<file path="src/rtl/read_response_tx.sv">
// Read-response transmitter: snapshots status/error/memory/counter state on a
// read request and streams opcode + payload bytes over a valid/ready handshake.
// Also maintains the saturating nav/science image counters.
// Optional feature: define RESP_CHECKSUM_EN to append an XOR checksum byte.
module read_response_tx #(
    parameter int unsigned TIMEOUT_CYCLES = 1024,
    parameter int unsigned CNT_W          = 8
) (
    input  logic        sysClk,
    input  logic        reset_n,
    input  logic [7:0]  instruction,
    input  logic        valid_buffer_for_read,
    input  logic        proc_img_1_flag,
    input  logic        proc_img_2_flag,
    input  logic        erase_img_flag,
    input  logic        booting_cam_flag,
    input  logic [15:0] index_of_error,
    input  logic        camid_of_error,
    input  logic        cam_timeout_error_flag,
    input  logic        cap_failure_flag,
    input  logic        cam_undetected_flag,
    input  logic        write_fail_flag,
    input  logic        read_fail_flag,
    input  logic        erase_fail_flag,
    input  logic [23:0] jpg_size_MCB,
    input  logic        nav_img_added_flag_MCB,
    input  logic        science_img_added_flag_MCB,
    input  logic        clear_img_counts,
    input  logic        tx_ready,
    output logic [7:0]  tx_byte,
    output logic        tx_valid,
    output logic [3:0]  tx_byte_num,
    output logic        busy,
    output logic        frame_done,
    output logic        frame_abort,
    output logic        req_dropped
);

    localparam int unsigned TO_W = $clog2(TIMEOUT_CYCLES + 1);
    localparam logic [TO_W-1:0]  TO_LAST = TO_W'(TIMEOUT_CYCLES - 1);
    localparam logic [CNT_W-1:0] CNT_MAX = '1;

`ifdef RESP_CHECKSUM_EN
    typedef enum logic [1:0] {IDLE = 2'd0, SEND = 2'd1, CKSUM = 2'd2} state_e;
`else
    typedef enum logic [1:0] {IDLE = 2'd0, SEND = 2'd1} state_e;
`endif

    state_e            state_q, state_d;
    logic [7:0]        tx_byte_q, tx_byte_d;
    logic              tx_valid_q, tx_valid_d;
    logic [3:0]        tx_byte_num_q, tx_byte_num_d;
    logic              busy_q, busy_d;
    logic              frame_done_q, frame_done_d;
    logic              frame_abort_q, frame_abort_d;
    logic              req_dropped_q, req_dropped_d;
    logic [TO_W-1:0]   stall_q, stall_d;
    logic [3:0][7:0]   payload_q, payload_d;
    logic [3:0]        last_num_q, last_num_d;
    logic [CNT_W-1:0]  nav_cnt_q, nav_cnt_d;
    logic [CNT_W-1:0]  sci_cnt_q, sci_cnt_d;
    logic [3:0][7:0]   new_payload;
    logic [3:0]        new_last;
`ifdef RESP_CHECKSUM_EN
    logic [7:0]        cksum_q, cksum_d;
`endif

    // Payload bytes and length for the opcode currently requested
    always_comb begin
        new_payload = '0;
        new_last    = 4'd1;
        case (instruction)
            8'h01: new_payload[0] = {4'b0000, booting_cam_flag, erase_img_flag,
                                     proc_img_2_flag, proc_img_1_flag};
            8'h02: begin
                new_payload[0] = {camid_of_error, 1'b0, erase_fail_flag, read_fail_flag,
                                  write_fail_flag, cam_undetected_flag, cap_failure_flag,
                                  cam_timeout_error_flag};
                new_payload[1] = index_of_error[15:8];
                new_payload[2] = index_of_error[7:0];
                new_payload[3] = 8'h00;
                new_last       = 4'd4;
            end
            8'h03: begin
                new_payload[0] = jpg_size_MCB[23:16];
                new_payload[1] = jpg_size_MCB[15:8];
                new_payload[2] = jpg_size_MCB[7:0];
                new_last       = 4'd3;
            end
            8'h04: begin
                new_payload[0] = 8'(nav_cnt_q);
                new_payload[1] = 8'(sci_cnt_q);
                new_last       = 4'd2;
            end
            default: new_payload[0] = 8'hEE;
        endcase
    end

    // Next-state, handshake, timeout and counter logic
    always_comb begin
        state_d       = state_q;
        tx_byte_d     = tx_byte_q;
        tx_valid_d    = tx_valid_q;
        tx_byte_num_d = tx_byte_num_q;
        busy_d        = busy_q;
        frame_done_d  = 1'b0;
        frame_abort_d = 1'b0;
        req_dropped_d = 1'b0;
        stall_d       = stall_q;
        payload_d     = payload_q;
        last_num_d    = last_num_q;
`ifdef RESP_CHECKSUM_EN
        cksum_d       = cksum_q;
`endif

        nav_cnt_d = nav_cnt_q;
        sci_cnt_d = sci_cnt_q;
        if (clear_img_counts) begin
            nav_cnt_d = '0;
            sci_cnt_d = '0;
        end else begin
            if (nav_img_added_flag_MCB && (nav_cnt_q != CNT_MAX))
                nav_cnt_d = nav_cnt_q + CNT_W'(1);
            if (science_img_added_flag_MCB && (sci_cnt_q != CNT_MAX))
                sci_cnt_d = sci_cnt_q + CNT_W'(1);
        end

        case (state_q)
            IDLE: begin
                if (valid_buffer_for_read) begin
                    state_d       = SEND;
                    tx_valid_d    = 1'b1;
                    tx_byte_d     = instruction;
                    tx_byte_num_d = 4'd0;
                    busy_d        = 1'b1;
                    stall_d       = '0;
                    payload_d     = new_payload;
                    last_num_d    = new_last;
`ifdef RESP_CHECKSUM_EN
                    cksum_d = instruction ^ new_payload[0] ^ new_payload[1]
                              ^ new_payload[2] ^ new_payload[3];
`endif
                end
            end
            default: begin
                if (valid_buffer_for_read)
                    req_dropped_d = 1'b1;
                if (tx_valid_q && tx_ready) begin
                    stall_d    = '0;
                    tx_valid_d = 1'b0;
                    if ((state_q == SEND) && (tx_byte_num_q != last_num_q)) begin
                        tx_byte_num_d = tx_byte_num_q + 4'd1;
                        tx_byte_d     = payload_q[tx_byte_num_q[1:0]];
                    end
`ifdef RESP_CHECKSUM_EN
                    else if (state_q == SEND) begin
                        state_d       = CKSUM;
                        tx_byte_num_d = tx_byte_num_q + 4'd1;
                        tx_byte_d     = cksum_q;
                    end
`endif
                    else begin
                        state_d       = IDLE;
                        busy_d        = 1'b0;
                        frame_done_d  = 1'b1;
                        tx_byte_d     = '0;
                        tx_byte_num_d = '0;
                    end
                end else if (tx_valid_q) begin
                    if (stall_q == TO_LAST) begin
                        state_d       = IDLE;
                        tx_valid_d    = 1'b0;
                        busy_d        = 1'b0;
                        frame_abort_d = 1'b1;
                        tx_byte_d     = '0;
                        tx_byte_num_d = '0;
                        stall_d       = '0;
                    end else begin
                        stall_d = stall_q + TO_W'(1);
                    end
                end else begin
                    // Bubble cycle over: present the byte prepared last cycle
                    tx_valid_d = 1'b1;
                end
            end
        endcase
    end

    // State and output registers
    always_ff @(posedge sysClk or negedge reset_n) begin
        if (!reset_n) begin
            state_q       <= IDLE;
            tx_byte_q     <= '0;
            tx_valid_q    <= 1'b0;
            tx_byte_num_q <= '0;
            busy_q        <= 1'b0;
            frame_done_q  <= 1'b0;
            frame_abort_q <= 1'b0;
            req_dropped_q <= 1'b0;
            stall_q       <= '0;
            payload_q     <= '0;
            last_num_q    <= '0;
            nav_cnt_q     <= '0;
            sci_cnt_q     <= '0;
`ifdef RESP_CHECKSUM_EN
            cksum_q       <= '0;
`endif
        end else begin
            state_q       <= state_d;
            tx_byte_q     <= tx_byte_d;
            tx_valid_q    <= tx_valid_d;
            tx_byte_num_q <= tx_byte_num_d;
            busy_q        <= busy_d;
            frame_done_q  <= frame_done_d;
            frame_abort_q <= frame_abort_d;
            req_dropped_q <= req_dropped_d;
            stall_q       <= stall_d;
            payload_q     <= payload_d;
            last_num_q    <= last_num_d;
            nav_cnt_q     <= nav_cnt_d;
            sci_cnt_q     <= sci_cnt_d;
`ifdef RESP_CHECKSUM_EN
            cksum_q       <= cksum_d;
`endif
        end
    end

    assign tx_byte     = tx_byte_q;
    assign tx_valid    = tx_valid_q;
    assign tx_byte_num = tx_byte_num_q;
    assign busy        = busy_q;
    assign frame_done  = frame_done_q;
    assign frame_abort = frame_abort_q;
    assign req_dropped = req_dropped_q;

endmodule

</file>
<file path="config.mk">
export PLATFORM = sky130hd
export DESIGN_NAME = read_response_tx
export DESIGN_NICKNAME = d
export VERILOG_FILES = /design/src/rtl/read_response_tx.sv
export SDC_FILE = /design/constraint.sdc
export NUM_CORES = 1
export LEC_CHECK = 0
export BUFFER_PORTS_ARGS = -buffer_cell sky130_fd_sc_hd__buf_2
export CORE_ASPECT_RATIO = 1.25
export CORE_UTILIZATION = 55
export CTS_BUF_LIST = sky130_fd_sc_hd__clkbuf_4 sky130_fd_sc_hd__clkbuf_8 sky130_fd_sc_hd__clkbuf_16
export CTS_CLUSTER_SIZE = 25
export DETAILED_ROUTE_END_ITERATION = 8
export GPL_ROUTABILITY_DRIVEN = 0
export GPL_TIMING_DRIVEN = 0
export PLACE_DENSITY = 0.77
export RECOVER_POWER = 100
export SLEW_MARGIN = 20
export SYNTH_ARGS = -nofsm -noshare
export SYNTH_HDL_FRONTEND = slang
export SYNTH_SLANG_ARGS = --single-unit
export TNS_END_PERCENT = 30
</file>
<file path="constraint.sdc">
create_clock -name sysClk -period 2 [get_ports sysClk]
set_clock_uncertainty 0.05 [all_clocks]
set_input_delay 0.1 -clock sysClk [delete_from_list [all_inputs] [get_ports sysClk]]
set_output_delay 0.1 -clock sysClk [all_outputs]
set_load 0.02 [all_outputs]
</file>
; Word-level counts from Yosys, hierarchy flattened
; Index checks and enable logic that the tools add are counted.
[totals]
elab_cells = 96
output_inout_bits = 17
input_bits = 66
ff_bits = 74
[op_classes]
muxes = 52
order_cmp = 1
n_reduce_logical = 13
eq_ne = 11
add_sub_neg = 4
[op_table]
columns = operator, n
row1 = 8-bit 2-to-1 mux, 11
row2 = 11-bit 2-to-1 mux, 5
row3 = 8-bit case mux with 4 select lines, 1
row4 = 4-bit 2-to-1 mux, 6
row5 = 8-bit case mux with 3 select lines, 1
row6 = 1-bit 2-to-1 mux, 19
row7 = 8-bit by 1-bit adder with 8-bit output (second input constant), 2
row8 = 8-bit binary-select mux with 2-bit select, 1
row9 = 8-bit by 2-bit equality test with 1-bit output (second input constant), 2
row10 = 8-bit != test (second input constant), 2
row11 = 8-bit case mux with 2 select lines, 1
row12 = 2-bit 2-to-1 mux, 6
row13 = 11-bit by 1-bit adder with 11-bit output (second input constant), 1
row14 = 11-bit by 10-bit equality test with 1-bit output (second input constant), 1
row15 = 3-bit case mux with 3 select lines, 1
row16 = 8-bit by 1-bit equality test with 1-bit output (second input constant), 1
row17 = 8-bit by 3-bit equality test with 1-bit output (second input constant), 1
row18 = 3-bit nonzero test, 2
row19 = 4-bit by 1-bit adder with 4-bit output (second input constant), 1
row20 = 1-bit logical AND, 4
row21 = 4-bit != test, 1
row22 = 2-bit AND reduction, 2
row23 = 4-bit AND reduction, 1
row24 = 2-bit nonzero test, 2
row25 = 6 further kinds, 6

; Depth between registers and ports, before layout
; Gate-level depths: netlist of the first run.
[logic_depth]
depth_word = 5
mapped_depth = 7
depth_no_buf = 5

; Worst setup path after synthesis of the first run
; Ideal clock, no wire load.
[synth_path]
path_type = reg-to-reg
startpoint = register state_q[0]
endpoint = register payload_q[1] (netlist name)
setup_time_ns = 0.142
required_time_ns = 1.808
setup_slack_ns = 0.224
path_stages_with_launch = 6
path_buffers = 3
arrival_time_ns = 1.584
synth_period_minus_slack_ns = 1.776
cell_sequence = dfrtp_1 > clkbuf_1 > nor2b_1 > clkbuf_1 > clkbuf_1 > a31oi_1
[synth_between]
elab_chain_len = 2
[synth_rtl]
columns = item, line
row1 = from (decl), 49  ; state_e state_q, state_d;
row2 = from (signal assigned), 209  ; state_q <= state_d;
row3 = 2-bit zero test, 128  ; case (state_q)
row4 = 2-bit AND reduction (no line), --
row5 = to (signal assigned), 218  ; payload_q <= payload_d;
row6 = to (decl), 58  ; logic [3:0][7:0] payload_q, payload_d;
; No other way between the ends.
; A chain may end at the register's enable or synchronous reset.

; Worst setup path in the final report of the first run
[layout_path]
startpoint = register state_q[0]
endpoint = register payload_q[23] (netlist name)
; Same word-level chain as after synthesis.

==> impl_metrics.tcl, run 1 <==
set metrics [dict create \
    hold_viol_final 0 \
    design.core.area_um2 6930 \
    synth-async-reset-ratio 1.00 \
    ir_drop_v 0.000503 \
    internal_power_mw 2.82 \
    cp_max_fo 10 \
    grt_util_all_layers 0.298 \
    reg2regPathDepth 5 \
    ys.flop_type "dfrtp_1" \
    cts_inserted_buffers 9 \
    grt_max_degree 54 \
    wirelength_um 10500 \
    die-area_um2 7500 \
    fin_area_um2 4870 \
    grt_pass1_vias 3663 \
    finalNetCount 597 \
    pwr-share-clk 0.211 \
    min_from "erase_img_flag" \
    firstDrtPassIters 5 \
    die_w_um 77.7 \
    timing.rr.end "payload_q[23]" \
    power.leakage_nw 2.11 \
    wl_per_cell_um 16.8 \
    cap_violations 0 \
    cp_slowest_cell "dlygate4sd3_1" \
    antenna_cells 0 \
    cpPeakStageDelay_ns 0.62 \
    critPathArrivalTime_ns 2.12 \
    rows 34 \
    r2r-start "state_q[0]" \
    rsz0062_at_grt "no" \
    avgSynthCellArea_um2 9.58 \
    cts_tree "yes" \
    nFillCells 549 \
    instances_no_fill 621 \
    drt_iter0_markers 231 \
    cp-end-kind "flop" \
    yosysUniqueCellTypes 56 \
    power.switching_mw 1.87 \
    placed_cell_area_um2 4480 \
    whs_endpoint "payload_q[2]" \
    hold_depth 3 \
    post-place-ws_ns -0.182 \
    finalSetupViolations 0 \
    start_util 0.568 \
    hold_class "input pin to flop" \
    port_buffers 80 \
    r2r_slack_ns 0.07 \
    ys_seq_elements 71 \
    crit_chain "clkbuf_2, nand2b_1, a221oi_2, dlygate4sd3_1, nor2_1" \
    die_y_um 96.6 \
    clock-sinks 71 \
    antenna_found_initial 0 \
    slew_viol_final 0 \
    ant_nets 0 \
    overflow 0 \
    period_minus_slack_ns 1.93 \
    area_delta_synth_final_pct 23.7 \
    worst_pin_slew_ns 1.08 \
    yosysSeqAreaShare 0.451 \
    num_vias 3714 \
    grt_pass1_wl_um 17200 \
    multi_input_area_um2 2020 \
    drive_gt1_frac 0.200 \
    io-pin-count 83 \
    run_status "completed" \
    clk_latency_ns 0.35 \
    drc 0 \
    power.density_nw_per_um2 962 \
    fin_hold_ws_ns 0.0171 \
    viasPerCell 5.98 \
    dp_hpwl_um 7400 \
    min_period_over_period 0.965 \
    path_delay_family "buffers and inverters" \
    crit_type "flop to flop" \
    synth_edf_count 0 \
    ys_warn_count 0 \
    syn_nets 481 \
    p_sw_frac 0.398 \
    root_buffer "clkbuf_8" \
    seq_power_share 0.409 \
    required_ns 2.19 \
    ctsLongestPathBuffers 2 \
    h-tree-depth 3 \
    max_freq_ghz 0.518 \
    cp-start-kind "flop" \
    crit_buf_inv 2 \
    seqCellArea_um2 1780 \
    pwr-share-comb 0.381 \
    synthCells 411 \
    dpl.cell_count 582 \
    syn_area_um2 3940 \
    worst_slack_ns 0.0695 \
    cts.clk_slew.worst_paths_ns 0.08 \
    relSlewSlack 0.279 \
]
tightest hold or removal path, cell delays in order:
cell and delay (ns):
buf_2 0.07, a21oi_1 0.05, a31oi_1 0.15
repair_timing:
item / CTS / global route
setup endpoints to repair: 17 / 26
pin swaps: 0 / 1
gates cloned: 0 / 0
buffers inserted: 0 / 3
hold endpoints to repair: 85 / 0
hold buffers: 21 / 0
resized for setup: 3 / 7
cells by family (layout without fill, tap and decap cells):
| kind of cell | Yosys count | count (layout) | synth area share |
|---|---|---|---|
| xor+xnor | 13 | 13 | 0.0289 |
| flops | 71 | 71 | 0.451 |
| mux | 14 | 14 | 0.0366 |
| buf+inv | 32 | 152 | 0.0404 |
| simple gates | 141 | 141 | 0.190 |
| fa+ha+maj | 4 | 4 | 0.0127 |
| compound gates | 136 | 136 | 0.240 |
layer usage:
metal  GRT usage  up-vias  wire, µm  share of wire
li1            -     1752         -              -
met5           0        -         0              0
met4       0.170        0       328          0.031
met1       0.344     1814      4280           0.41
met3      0.0291       28       343          0.033
met2       0.544      120      5490           0.53
synthesized netlist by cell type (10+ instances only):
cell type / count / area share
dfrtp_1: 71 / 0.45
mux2i_1: 11 / 0.028
a21oi_1: 39 / 0.050
xor2_1: 13 / 0.029
o21ai_0: 14 / 0.018
nor2b_1: 18 / 0.029
a22o_1: 14 / 0.031
nand2_1: 27 / 0.026
clkbuf_1: 14 / 0.013
a22oi_1: 11 / 0.021
nor2_1: 43 / 0.041
nand3_1: 10 / 0.013
how the worst max path moves through the flow:
stage / start / endpoint / cells past startpoint
finish: state_q[0] / payload_q[23] / 5
global route: stall_q[4] / tx_byte[6] / 6
CTS: stall_q[4] / tx_byte[6] / 6
detailed placement: state_q[0] / payload_q[1] / 5
global placement: state_q[0] / payload_q[2] / 5
floorplan: state_q[0] / payload_q[1] / 5
power groups by stage:
stage / clock network (mW) / logic [mW] / registers, mW
finish: 0.986 / 1.78 / 1.92
global route: 1.05 / 1.97 / 1.95
CTS: 1.01 / 1.79 / 1.90
detailed placement: 0 / 1.74 / 1.93
global placement: 0 / 1.69 / 1.92
floorplan: 0 / 1.03 / 2.04
cell usage in the layout (no fill, tap or decap), types with 3 or more instances in the layout:
cell type and count:
clkbuf_1 28, and3_1 6, o22a_1 5, clkbuf_8 9, nor2b_1 18, nand4_1 6
clkinv_2 3, nand3_1 10, or3_1 8, buf_2 65, o211ai_1 4, o21ai_0 23
a22o_1 14, ha_1 4, mux2i_1 11, a22oi_1 11, a221oi_1 7, a21oi_1 39
nor3b_1 4, dfrtp_1 71, xor2_1 13, o2bb2ai_1 8, buf_6 3, nor3_1 4
a31oi_1 4, inv_1 6, buf_4 6, dlygate4sd3_1 21, nor2_1 43, clkbuf_2 5
nand2_1 27
stage by stage:
stage               utilization  total power [mW]  setup TNS, ns
CTS                       0.700              4.70              0
detailed placement        0.646              3.67          -1.55
global placement          0.642              3.61          -1.13
floorplan                     -              3.07              0
finish                    0.702              4.69              0
global route              0.702              4.96              0
registers in the layout, indices dropped and copies added (netlist names), 3 cells and up:
name and flops:
payload_q 24, stall_q 11, nav_cnt_q 8, sci_cnt_q 8, tx_byte 8, tx_byte_num 4
last_num_q 3
layout make-up:
type,count,area share
well taps,90,0.0231
inverters,6,0.00462
clock buffers,11,0.0285
clock inverters,4,0.00488
plain buffers,26,0.0290
flip-flops and latches,71,0.365
repair buffers,105,0.131
multi-input cells,308,0.414
No activity file was read; power rests on OpenSTA's default activity.
==> run 2, diff against run 1 <==
- CORE_UTILIZATION: 55 -> 50
- PLACE_DENSITY: 0.77 -> 0.74
- clock period: 2 -> 1.65 ns (I/O delays scaled with it)
==> impl_metrics.tcl, run 2 (synthesized netlist as in run 1, its figures left out) <==
set metrics [dict create \
    dpl.cell_count 584 \
    num_vias 3874 \
    min_period_over_period 1.08 \
    clock-sinks 71 \
    drive_gt1_frac 0.290 \
    cap_violations 0 \
    nFillCells 564 \
    drt_iter0_markers 180 \
    port_buffers 80 \
    ctsLongestPathBuffers 2 \
    violations "hold timing, setup timing" \
    p_sw_frac 0.388 \
    seq_power_share 0.358 \
    die-area_um2 8230 \
    met1Wirelength_um 4420 \
    cts_tree "yes" \
    met2WireLength_um 5760 \
    antenna_found_initial 0 \
    cp-start-kind "flop" \
    final_cell_mix "buf_2 (69), dfrtp_1 (67), nor2_1 (40)" \
    fin_total_pwr_mw 6.49 \
    root_buffer "clkbuf_8" \
    pwr-share-comb 0.415 \
    clk_latency_ns 0.35 \
    crit_type "flop to flop" \
    rows 35 \
    dr.max_layer_used "met4" \
    tns_ns -0.460 \
    seqCellArea_um2 1780 \
    drc 0 \
    fin_util 0.706 \
    pwr-share-clk 0.227 \
    overflow 0 \
    internal_power_mw 3.97 \
    power.switching_mw 2.52 \
    max_freq_ghz 0.563 \
    power.leakage_nw 2.25 \
    die_w_um 81.4 \
    met3_length_um 519 \
    reg_top3 "payload_q x24, stall_q x11" \
    critPathArrivalTime_ns 1.97 \
    die_y_um 101 \
    viasPerCell 5.99 \
    io-pin-count 83 \
    top_register "payload_q" \
    antenna_cells 0 \
    ir_drop_v 0.000771 \
    finalNetCount 620 \
    fin_area_um2 5290 \
    period_minus_slack_ns 1.78 \
    grt_pass1_vias 3797 \
    grt_pass1_wl_um 17600 \
    ant_nets 0 \
    instances_no_fill 647 \
    post-place-ws_ns -0.361 \
    final_common_cell "buf_2" \
    slew_viol_final 0 \
    rsz0062_at_grt "yes" \
    finalSetupViolations 12 \
    dp_hpwl_um 7390 \
    wirelength_um 11100 \
    design.core.area_um2 7490 \
    firstDrtPassIters 5 \
    wl_per_cell_um 17.2 \
    cts_inserted_buffers 9 \
    power.density_nw_per_um2 1230 \
    required_ns 1.85 \
    grt_max_degree 55 \
    cts.clk_slew.worst_paths_ns 0.08 \
    grt_util_all_layers 0.285 \
    largest_reg_flops 24 \
    hold_class "input pin to flop" \
    worst_pin_slew_ns 0.974 \
    h-tree-depth 3 \
    cp-end-kind "flop" \
    hold_viol_final 1 \
    fin_hold_ws_ns -0.0169 \
    placed_cell_area_um2 4490 \
    run_status "finished, violations left" \
    relSlewSlack 0.351 \
    area_delta_synth_final_pct 34.3 \
    start_util 0.526 \
    worst_slack_ns -0.126 \
    cp_max_fo 6 \
    multi_input_area_um2 2160 \
]
## run 2: cell type report
class                           count  area share
Clock buffer                       12      0.0301
Multi-Input combinational cell    308       0.408
Sequential cell                    71       0.337
Timing Repair Buffer              129       0.158
Clock inverter                      4      0.0102
Inverter                            6     0.00426
Tap cell                           92      0.0218
Buffer                             25      0.0303
## run 2: final timing paths
| kind | from | to | slack [ns] | cells past startpoint |
|---|---|---|---|---|
| min reg2reg | payload_q[0] | payload_q[0] | 0.44 | 2 |
| max in group asynchronous | reset_n | tx_byte_num[0] | 0.17 | 3 |
| max reg2reg | state_q[0] | stall_q[6] | -0.13 | 4 |
| min | valid_buffer_for_read | state_q[0] | -0.02 | 3 |
| min in group asynchronous | reset_n | payload_q[18] | 0.35 | 2 |
| max | state_q[0] | stall_q[6] | -0.13 | 4 |
## run 2: timing repair
action	CTS	global route
resized for setup	35	23
endpoints found under the setup margin	40	46
pin swaps	11	8
buffers inserted	5	12
endpoints found under the hold margin	93	1
hold buffers	29	1
gates cloned	1	0
## run 2: power by group through the flow
stage	registers (mW)	clock network (mW)	logic [mW]
5_1_grt	2.36	1.55	2.92
4_1_cts	2.31	1.48	2.46
3_5_place_dp	2.33	0	2.11
3_3_place_gp	2.33	0	2.06
2_1_floorplan	2.47	0	1.25
6_report	2.32	1.47	2.70
## run 2: metal layers
layer  track usage  vias up
met5             0        -
met4         0.181        0
met3        0.0477       32
met2         0.481      146
met1         0.330     1887
li1              -     1809
## run 2: worst max-delay path, cell delays in order, from the launching register on
cell and delay, ns:
dfrtp_1 0.42, mux2_4 0.26, nand4_1 0.23, or3_1 0.43, a211oi_1 0.29
